--- src/rtl/mul_unit.sv ---
// Multi-cycle 32x32 MULT/MULTU controller for the EX stage: operand magnitudes,
// unsigned array multiply, sign fix-up. Define MUL_PIPE_EN to register the array output (3-cycle latency).
module mul (
  input  logic [31:0] ina,
  input  logic [31:0] inb,
  output logic [63:0] out
);
  assign out = 64'(ina) * 64'(inb);
endmodule

module mul_unit (
  input  logic        clk,
  input  logic        resetn,
  input  logic        start_i,
  input  logic        signed_i,
  input  logic [31:0] opdata1_i,
  input  logic [31:0] opdata2_i,
  input  logic        annul_i,
  output logic [63:0] result_o,
  output logic        ready_o,
  output logic        stallreq_o
);
  typedef enum logic [1:0] {IDLE, ARR, FIX, DONE} state_t;

  state_t      state_q;
  logic [31:0] a_q, b_q;
  logic        neg_q;
  logic [63:0] result_q;
  logic [63:0] mul_out;
  logic [63:0] fix_in;
  logic        accept;

  // 0x80000000 maps to itself: as an unsigned 32-bit magnitude it is exact.
  function automatic logic [31:0] magnitude(input logic [31:0] v, input logic is_signed);
    return (is_signed && v[31]) ? (~v + 32'd1) : v;
  endfunction

  mul u_mul (
    .ina (a_q),
    .inb (b_q),
    .out (mul_out)
  );

`ifdef MUL_PIPE_EN
  logic [63:0] prod_q;
  assign fix_in = prod_q;
`else
  assign fix_in = mul_out;
`endif

  assign accept = (state_q == IDLE) && start_i && !annul_i;

  // NOTE: sequential state uses non-blocking assignments so every register
  // samples pre-edge values regardless of statement order.
  always_ff @(posedge clk or negedge resetn) begin
    if (!resetn) begin
      state_q  <= IDLE;
      a_q      <= '0;
      b_q      <= '0;
      neg_q    <= 1'b0;
      result_q <= '0;
`ifdef MUL_PIPE_EN
      prod_q   <= '0;
`endif
    end else if (annul_i) begin
      // Flush discards the in-flight operation; result_q keeps its last value.
      state_q <= IDLE;
    end else begin
      case (state_q)
        IDLE: if (start_i) begin
          a_q   <= magnitude(opdata1_i, signed_i);
          b_q   <= magnitude(opdata2_i, signed_i);
          neg_q <= signed_i & (opdata1_i[31] ^ opdata2_i[31]);
`ifdef MUL_PIPE_EN
          state_q <= ARR;
`else
          state_q <= FIX;
`endif
        end
`ifdef MUL_PIPE_EN
        ARR: begin
          prod_q  <= mul_out;
          state_q <= FIX;
        end
`endif
        FIX: begin
          result_q <= neg_q ? (~fix_in + 64'd1) : fix_in;
          state_q  <= DONE;
        end
        DONE:    state_q <= IDLE;
        default: state_q <= IDLE;
      endcase
    end
  end

  assign result_o   = result_q;
  assign ready_o    = (state_q == DONE) && !annul_i;
  // DONE drops the stall so EX advances with the product that same cycle.
  assign stallreq_o = accept || (state_q == ARR) || (state_q == FIX);

endmodule

--- config.mk ---
export PLATFORM = sky130hd
export DESIGN_NAME = mul_unit
export DESIGN_NICKNAME = d
export VERILOG_FILES = /design/src/rtl/mul_unit.sv
export SDC_FILE = /design/constraint.sdc
export NUM_CORES = 2
export LEC_CHECK = 0
export ABC_AREA = 1
export CORE_MARGIN = 8
export CORE_UTILIZATION = 35
export CTS_BUF_LIST = sky130_fd_sc_hd__clkbuf_16
export CTS_CLUSTER_DIAMETER = 150
export DETAILED_ROUTE_END_ITERATION = 10
export PLACE_DENSITY = 0.52
export SYNTH_ARGS = -nofsm -noshare
export SYNTH_HDL_FRONTEND = slang
export SYNTH_SLANG_ARGS = --single-unit
--- constraint.sdc ---
create_clock -name clk -period 12.66 [get_ports clk]
set_input_delay 2.532 -clock clk [delete_from_list [all_inputs] [get_ports clk]]
set_output_delay 2.532 -clock clk [all_outputs]
set_load 0.05 [all_outputs]
# --- Word level (Yosys, flattened, before mapping) ---
# Index checks and enable logic that the tools add are counted.
classes:
  n_reduce_logical: 11
  mux: 6
  eq_ne: 4
  bitwise_logic: 6
  multipliers: 1
  n_addsub: 3
ops:
  columns: ["cell", "n"]
  rows:
  - ["32-bit by 1-bit adder with 32-bit output, second input constant", 2]
  - ["64-bit by 1-bit adder with 64-bit output, second input constant", 1]
  - ["32-bit by 32-bit multiplier with 64-bit output", 1]
  - ["32-bit 2-to-1 mux", 2]
  - ["64-bit 2-to-1 mux", 1]
  - ["32-bit NOT", 2]
  - ["64-bit NOT", 1]
  - ["1-bit logical AND", 5]
  - ["2-bit == test, second input constant", 2]
  - ["2-bit 2-to-1 mux", 2]
  - ["2-bit one-hot mux with 2 select lines", 1]
  - ["3-bit inequality test, second input constant", 1]
  - ["3-bit AND reduction", 1]
  - ["2-bit by 1-bit == test with 1-bit output, second input constant", 1]
  - ["2-bit zero test", 1]
  - ["1-bit logical OR", 2]
  - ["2-bit AND reduction", 1]
  - ["1-bit AND", 1]
  - ["1-bit zero test", 1]
  - ["1-bit NOT", 1]
  - ["1-bit bitwise XOR", 1]
totals:
  reg_bits: 131
  input_bits: 69
  output_inout_bits: 66
  wordCells: 36

# --- Logic depth before layout (Yosys ltp) ---
depth:
  word_depth: 5
  ltp_mapped: 41
  mapped_depth_nobuf: 39

# --- Cells and area by module ---
# A second synthesis with hierarchy kept.
hier_totals:
  cells_unflattened: 6284
  area_unflattened_um2: 44898.1
by_module_without_submodules:
  columns: ["module", "area_per_inst_um2", "cells_per_inst", "instances", "seq_area_each_um2"]
  rows:
  - ["mul", 36183.5, 4958, 1, 0.0]
  - ["mul_unit", 8714.6, 1326, 1, 3278.1]

# --- Worst setup path after synthesis ---
# Ideal clock, no wire load.
synth_timing:
  path_kind: "register -> register"
  start: "register a_q[31]"
  end: "register result_q[58], in the netlist result_o[58]"
  synth_period_minus_slack_ps: 7017
  setup_time_ps: 118
  stages_incl_launch_ff: 36
  slack_ps: 5643
  path_buffers: 2
  t_arrival_ps: 6900
  t_required_ps: 12542
  cell_sequence: "dfrtp_1 clkbuf_1 clkbuf_1 nand2_1 fa_1 inv_1 fa_1 fa_1 inv_1 fa_1 inv_1 fa_1 fa_1 fa_1 inv_1 fa_1 inv_1 ha_1 nand2_1 inv_1 a21oi_1 nand2_1 a21oi_1 nor2_1 nor2_1 nand2_1 nand2_1 nand2_1 nor2_1 nand2_1 nor2_1 nand3_1 nand2_1 nand2_1 nand3_1 nand2_1"
synth_between:
  elab_chain_len: 4
synth_rtl:
  columns: ["item", "line", "text"]
  rows:
  - ["start, declared", "26", "logic [31:0] a_q, b_q;"]
  - ["start signal, assigned", "71", "a_q <= magnitude(opdata1_i, signed_i);"]
  - ["32-bit by 32-bit multiplier with 64-bit output (*)", "8", "assign out = 64'(ina) * 64'(inb);"]
  - ["64-bit NOT", "87", "result_q <= neg_q ? (~fix_in + 64'd1) : fix_in;"]
  - ["64-bit by 1-bit adder with 64-bit output", "87", null]
  - ["64-bit 2-to-1 mux (*)", "87", null]
  - ["end signal, assigned", "87", null]
  - ["end, declared", "28", "logic [63:0] result_q;"]
# Mark *: on every way between the ends. The rest lies on a longest branch, timed or not.
# A chain may end at the register's enable or synchronous reset.

# --- Final worst setup path ---
layout_timing:
  start: "register a_q[21]"
  end: "register result_q[38], in the netlist result_o[38]"
# The elaborated chain is that of the path after synthesis.

==> impl_results.html <==
<table>
<tr><th>Metric</th><th>Value</th></tr>
<tr><th colspan="2">Synthesis</th></tr>
<tr><td>Most numerous cell types in the synthesized netlist</td><td>1986 x sky130_fd_sc_hd__nand2_1, 1809 x sky130_fd_sc_hd__inv_1, 896 x sky130_fd_sc_hd__fa_1</td></tr>
<tr><td>Cell taking the most area after synthesis</td><td>sky130_fd_sc_hd__fa_1</td></tr>
<tr><td>Yosys Warn Count</td><td>0</td></tr>
<tr><td>Proportion of synthesized chip area in sequential cells</td><td>7.34%</td></tr>
<tr><td>Most frequent cell after synthesis</td><td>sky130_fd_sc_hd__nand2_1</td></tr>
<tr><td>Mean Syn Cell Area</td><td>7.15 um2</td></tr>
<tr><td>Synth area leaders</td><td>sky130_fd_sc_hd__fa_1 40%, sky130_fd_sc_hd__nand2_1 17%, sky130_fd_sc_hd__inv_1 15%</td></tr>
<tr><td>Area share of the leading cell type in the synthesized netlist</td><td>40.2%</td></tr>
<tr><td>Number of enable flip-flop cells after synthesis</td><td>0</td></tr>
<tr><td>Post-synthesis register bit count</td><td>131</td></tr>
<tr><td>Area of the mapped netlist</td><td>between 0.04 and 0.05 mm2</td></tr>
<tr><td>Main synth FF type</td><td>sky130_fd_sc_hd__dfrtp_1</td></tr>
<tr><td>Number of library cell types mapped by synthesis</td><td>46</td></tr>
<tr><td>Net count after synthesis</td><td>7480</td></tr>
<tr><td>Synthesized instance count</td><td>6249</td></tr>
<tr><td>Synth async-reset ratio</td><td>100%</td></tr>
<tr><th colspan="2">Die</th></tr>
<tr><td>Die outline area</td><td>0.139 mm2</td></tr>
<tr><td>Core outline area</td><td>about 0.13 mm2</td></tr>
<tr><td>Die X</td><td>373 um</td></tr>
<tr><td>Die height</td><td>373 um</td></tr>
<tr><td>Initial Util</td><td>between 30% and 40%</td></tr>
<tr><td>FP Rows</td><td>between 100 and 150</td></tr>
<tr><td># IOs</td><td>~140</td></tr>
<tr><th colspan="2">Worst setup path</th></tr>
<tr><td>Arrival time worst endpoint</td><td>9180 ps</td></tr>
<tr><td>Standard cell with the maximum stage delay on the critical path</td><td>sky130_fd_sc_hd__dfrtp_1</td></tr>
<tr><td>Crit path launch</td><td>a_q[21]</td></tr>
<tr><td>FF-to-FF Start</td><td>a_q[21]</td></tr>
<tr><td>Category of the worst setup path capture point</td><td>flip-flop</td></tr>
<tr><td>Maximum cell stage delay along the critical path</td><td>approximately 920 ps</td></tr>
<tr><td>Most common cell type on the critical path</td><td>sky130_fd_sc_hd__nand2_1</td></tr>
<tr><td>Critical Path Fanout Max</td><td>20</td></tr>
<tr><td>Critical path type</td><td>flip-flop to flip-flop</td></tr>
<tr><td>Element type at the critical path start</td><td>flip-flop</td></tr>
<tr><td>Required time at the worst-slack endpoint</td><td>13070 ps</td></tr>
<tr><th colspan="2">STA</th></tr>
<tr><td>Relative max-transition margin</td><td>between 20% and 30%</td></tr>
<tr><td>Final sum of negative setup slack</td><td>0 ps</td></tr>
<tr><td>Transition at the pin with the smallest max-transition slack</td><td>1130 ps</td></tr>
<tr><td>Final critical-path share of the clock period</td><td>between 60% and 70%</td></tr>
<tr><td>Max-slew violation count</td><td>0</td></tr>
<tr><td>Number of endpoints failing setup at the final stage</td><td>0</td></tr>
<tr><td>Tmin final</td><td>a little under 9000 ps</td></tr>
<tr><td>Unrepaired setup endpoints after global routing</td><td>no</td></tr>
<tr><td>Peak Freq</td><td>114 MHz</td></tr>
<tr><td>Hold Violations, Final</td><td>0</td></tr>
<tr><td>Setup skew after layout</td><td>approximately 17 ps</td></tr>
<tr><th colspan="2">Clocking</th></tr>
<tr><td>Register clock-pin slew on the reported worst setup and hold paths</td><td>60 ps</td></tr>
<tr><td>Count of instances resized after the clock tree is built</td><td>0</td></tr>
<tr><td>TritonCTS Sinks</td><td>131</td></tr>
<tr><td>CTS tree</td><td>done</td></tr>
<tr><td>Number of buffers added to fix hold violations after cts</td><td>0</td></tr>
<tr><td>Buffers inserted by post-CTS timing repair</td><td>0</td></tr>
<tr><td>Skew-Pair Late Insertion Delay</td><td>480 ps</td></tr>
<tr><td>TritonCTS buffer count</td><td>17</td></tr>
<tr><td>Number of H-tree levels</td><td>4</td></tr>
<tr><td>Library cell used as clock root buffer</td><td>sky130_fd_sc_hd__clkbuf_16</td></tr>
<tr><td>Maximum root-to-sink buffer count</td><td>2</td></tr>
<tr><th colspan="2">Routing</th></tr>
<tr><td>Number of violations reported at the end of detailed-routing iteration 0</td><td>roughly 2300</td></tr>
<tr><td>Wire length per cell</td><td>17.4 um</td></tr>
<tr><td>Vias per inst</td><td>between 4 and 5</td></tr>
<tr><td>Post-route antenna net violation count</td><td>0</td></tr>
<tr><td>Total iterations of the first detailed-routing run</td><td>6</td></tr>
<tr><td>Total number of vias</td><td>36400</td></tr>
<tr><td>DRC violation count after routing</td><td>0</td></tr>
<tr><td>Drt total wl</td><td>137000 um</td></tr>
<tr><th colspan="2">Global route</th></tr>
<tr><td>Antenna violations before repair</td><td>1</td></tr>
<tr><td>Leftover overflow at the end of global routing</td><td>0</td></tr>
<tr><td>Overall routing resource usage</td><td>19.9%</td></tr>
<tr><td>Number of global-route vias before repair</td><td>38500</td></tr>
<tr><td>First-pass GRT wire length</td><td>220000 um</td></tr>
<tr><td>Pin count of the biggest net entering global routing</td><td>129</td></tr>
<tr><th colspan="2">Min path</th></tr>
<tr><td>HP Start</td><td>result_o[24]</td></tr>
<tr><td>Class of the tightest hold or removal check</td><td>flip-flop to flip-flop</td></tr>
<tr><th colspan="2">Status</th></tr>
<tr><td>Result of the run</td><td>complete, no violations</td></tr>
<tr><th colspan="2">Layout</th></tr>
<tr><td>Fraction of layout cells with a size suffix above 1</td><td>2.93%</td></tr>
<tr><td>Fill cell count</td><td>13400</td></tr>
<tr><td>Number of antenna diodes</td><td>0</td></tr>
<tr><td>Area Growth Syn to Fin</td><td>7.27%</td></tr>
<tr><td>Net total in the final layout</td><td>7388</td></tr>
<tr><th colspan="2">Place</th></tr>
<tr><td>PortBufs</td><td>134</td></tr>
<tr><td>Global placement routability congestion</td><td>0.912</td></tr>
<tr><td>Detailed-placement wirelength estimate</td><td>112000 um</td></tr>
<tr><th colspan="2">Job</th></tr>
<tr><td>MaxCap Viol Count</td><td>0</td></tr>
</table>
==> flip-flops by register name (all words and copies together) (netlist names) <==
| register | cells |
|---|---|
| state_q | 2 |
| a_q | 32 |
| b_q | 32 |
| neg_q | 1 |
| result_o | 64 |
==> worst paths after layout <==
check                                     to  slack, ps  depth (start not counted)
max in group asynchronous            b_q[27]       8880                          3
worst max-delay path            result_o[38]       3880                         31
worst min register to register  result_o[24]        490                          2
worst min-delay path            result_o[24]        490                          2
min in group asynchronous       result_o[62]       1990                          1
worst max register to register  result_o[38]       3880                         31
==> placed cells by master, fill, tap and decap left out, types with 2 or more instances in the layout <==
cell,n
sky130_fd_sc_hd__a21oi_1,67
sky130_fd_sc_hd__a31oi_1,5
sky130_fd_sc_hd__buf_4,51
sky130_fd_sc_hd__clkbuf_16,17
sky130_fd_sc_hd__clkdlybuf4s50_1,133
sky130_fd_sc_hd__clkinv_1,3
sky130_fd_sc_hd__clkinv_2,4
sky130_fd_sc_hd__clkinv_4,3
sky130_fd_sc_hd__clkinvlp_4,3
sky130_fd_sc_hd__dfrtp_1,109
sky130_fd_sc_hd__dfrtp_2,22
sky130_fd_sc_hd__fa_1,896
sky130_fd_sc_hd__ha_1,266
sky130_fd_sc_hd__inv_1,1809
sky130_fd_sc_hd__inv_2,4
sky130_fd_sc_hd__inv_6,4
sky130_fd_sc_hd__nand2_1,1985
sky130_fd_sc_hd__nand2_2,19
sky130_fd_sc_hd__nand2_4,2
sky130_fd_sc_hd__nand3_1,157
sky130_fd_sc_hd__nand3_2,10
sky130_fd_sc_hd__nand3b_1,8
sky130_fd_sc_hd__nand4_1,25
sky130_fd_sc_hd__nor2_1,221
sky130_fd_sc_hd__nor2_2,28
sky130_fd_sc_hd__nor2_4,2
sky130_fd_sc_hd__nor3_1,27
sky130_fd_sc_hd__nor4_1,7
sky130_fd_sc_hd__o211ai_1,2
sky130_fd_sc_hd__o21ai_0,129
sky130_fd_sc_hd__o21ai_1,10
sky130_fd_sc_hd__o21bai_1,13
sky130_fd_sc_hd__o31ai_1,4
sky130_fd_sc_hd__or2_2,7
sky130_fd_sc_hd__xnor2_1,30
sky130_fd_sc_hd__xor2_1,75
==> worst max-delay path: cells and delay by family (launching register included) <==
kind                     cells  cell delay, ps
flip-flops                   1             920
AND/OR/NAND/NOR             17            2480
adder cells (fa/ha/maj)      9            4410
AO/OA/AOI/OAI                1             250
buffers and inverters        4             640
==> cell type report <==
| class | count | area [um2] | area share [%] |
|---|---|---|---|
| clock inverter | 15 | 133 | 0.277 |
| multi-input combinational | 4006 | 33400 | 69.8 |
| timing repair buffer | 185 | 1730 | 3.60 |
| clock buffer | 17 | 425 | 0.888 |
| tap | 1662 | 2080 | 4.34 |
| sequential | 131 | 3310 | 6.90 |
| inverter | 1816 | 6820 | 14.2 |
==> through the flow <==
step	hold WS, ps	instance area [um2]	util (%)	std cells	worst slack, ps
after floorplan	556	44700	-	6249	5640
after global placement	470	47400	37.3	7800	3870
after detailed placement	471	47400	37.3	7800	3890
after CTS	494	47900	37.7	7832	3830
after global routing	510	47900	37.7	7832	3370
final	487	47900	37.7	7832	3880
==> metal layers <==
layer  share of wire [%]  GRT usage [%]  wire length [um]
met1                  47           28.5             64400
met2                  46           32.6             62400
met3                 5.2           2.14              7130
met4                 1.9           4.25              2620
met5                   0              0                 0
==> cell families after synthesis <==
logic type	count (synthesis)	synth area share, %
adder cells (fa/ha/maj)	1162	47.6
AND/OR/NAND/NOR	2502	22.3
AO/OA/AOI/OAI	237	2.82
flip-flops	131	7.34
XOR/XNOR	105	2.06
buffers and inverters	2112	17.8
Power is left out: the tool's default activity adds up to more than one toggle a clock period on the data nets, which glitch-free logic cannot reach.
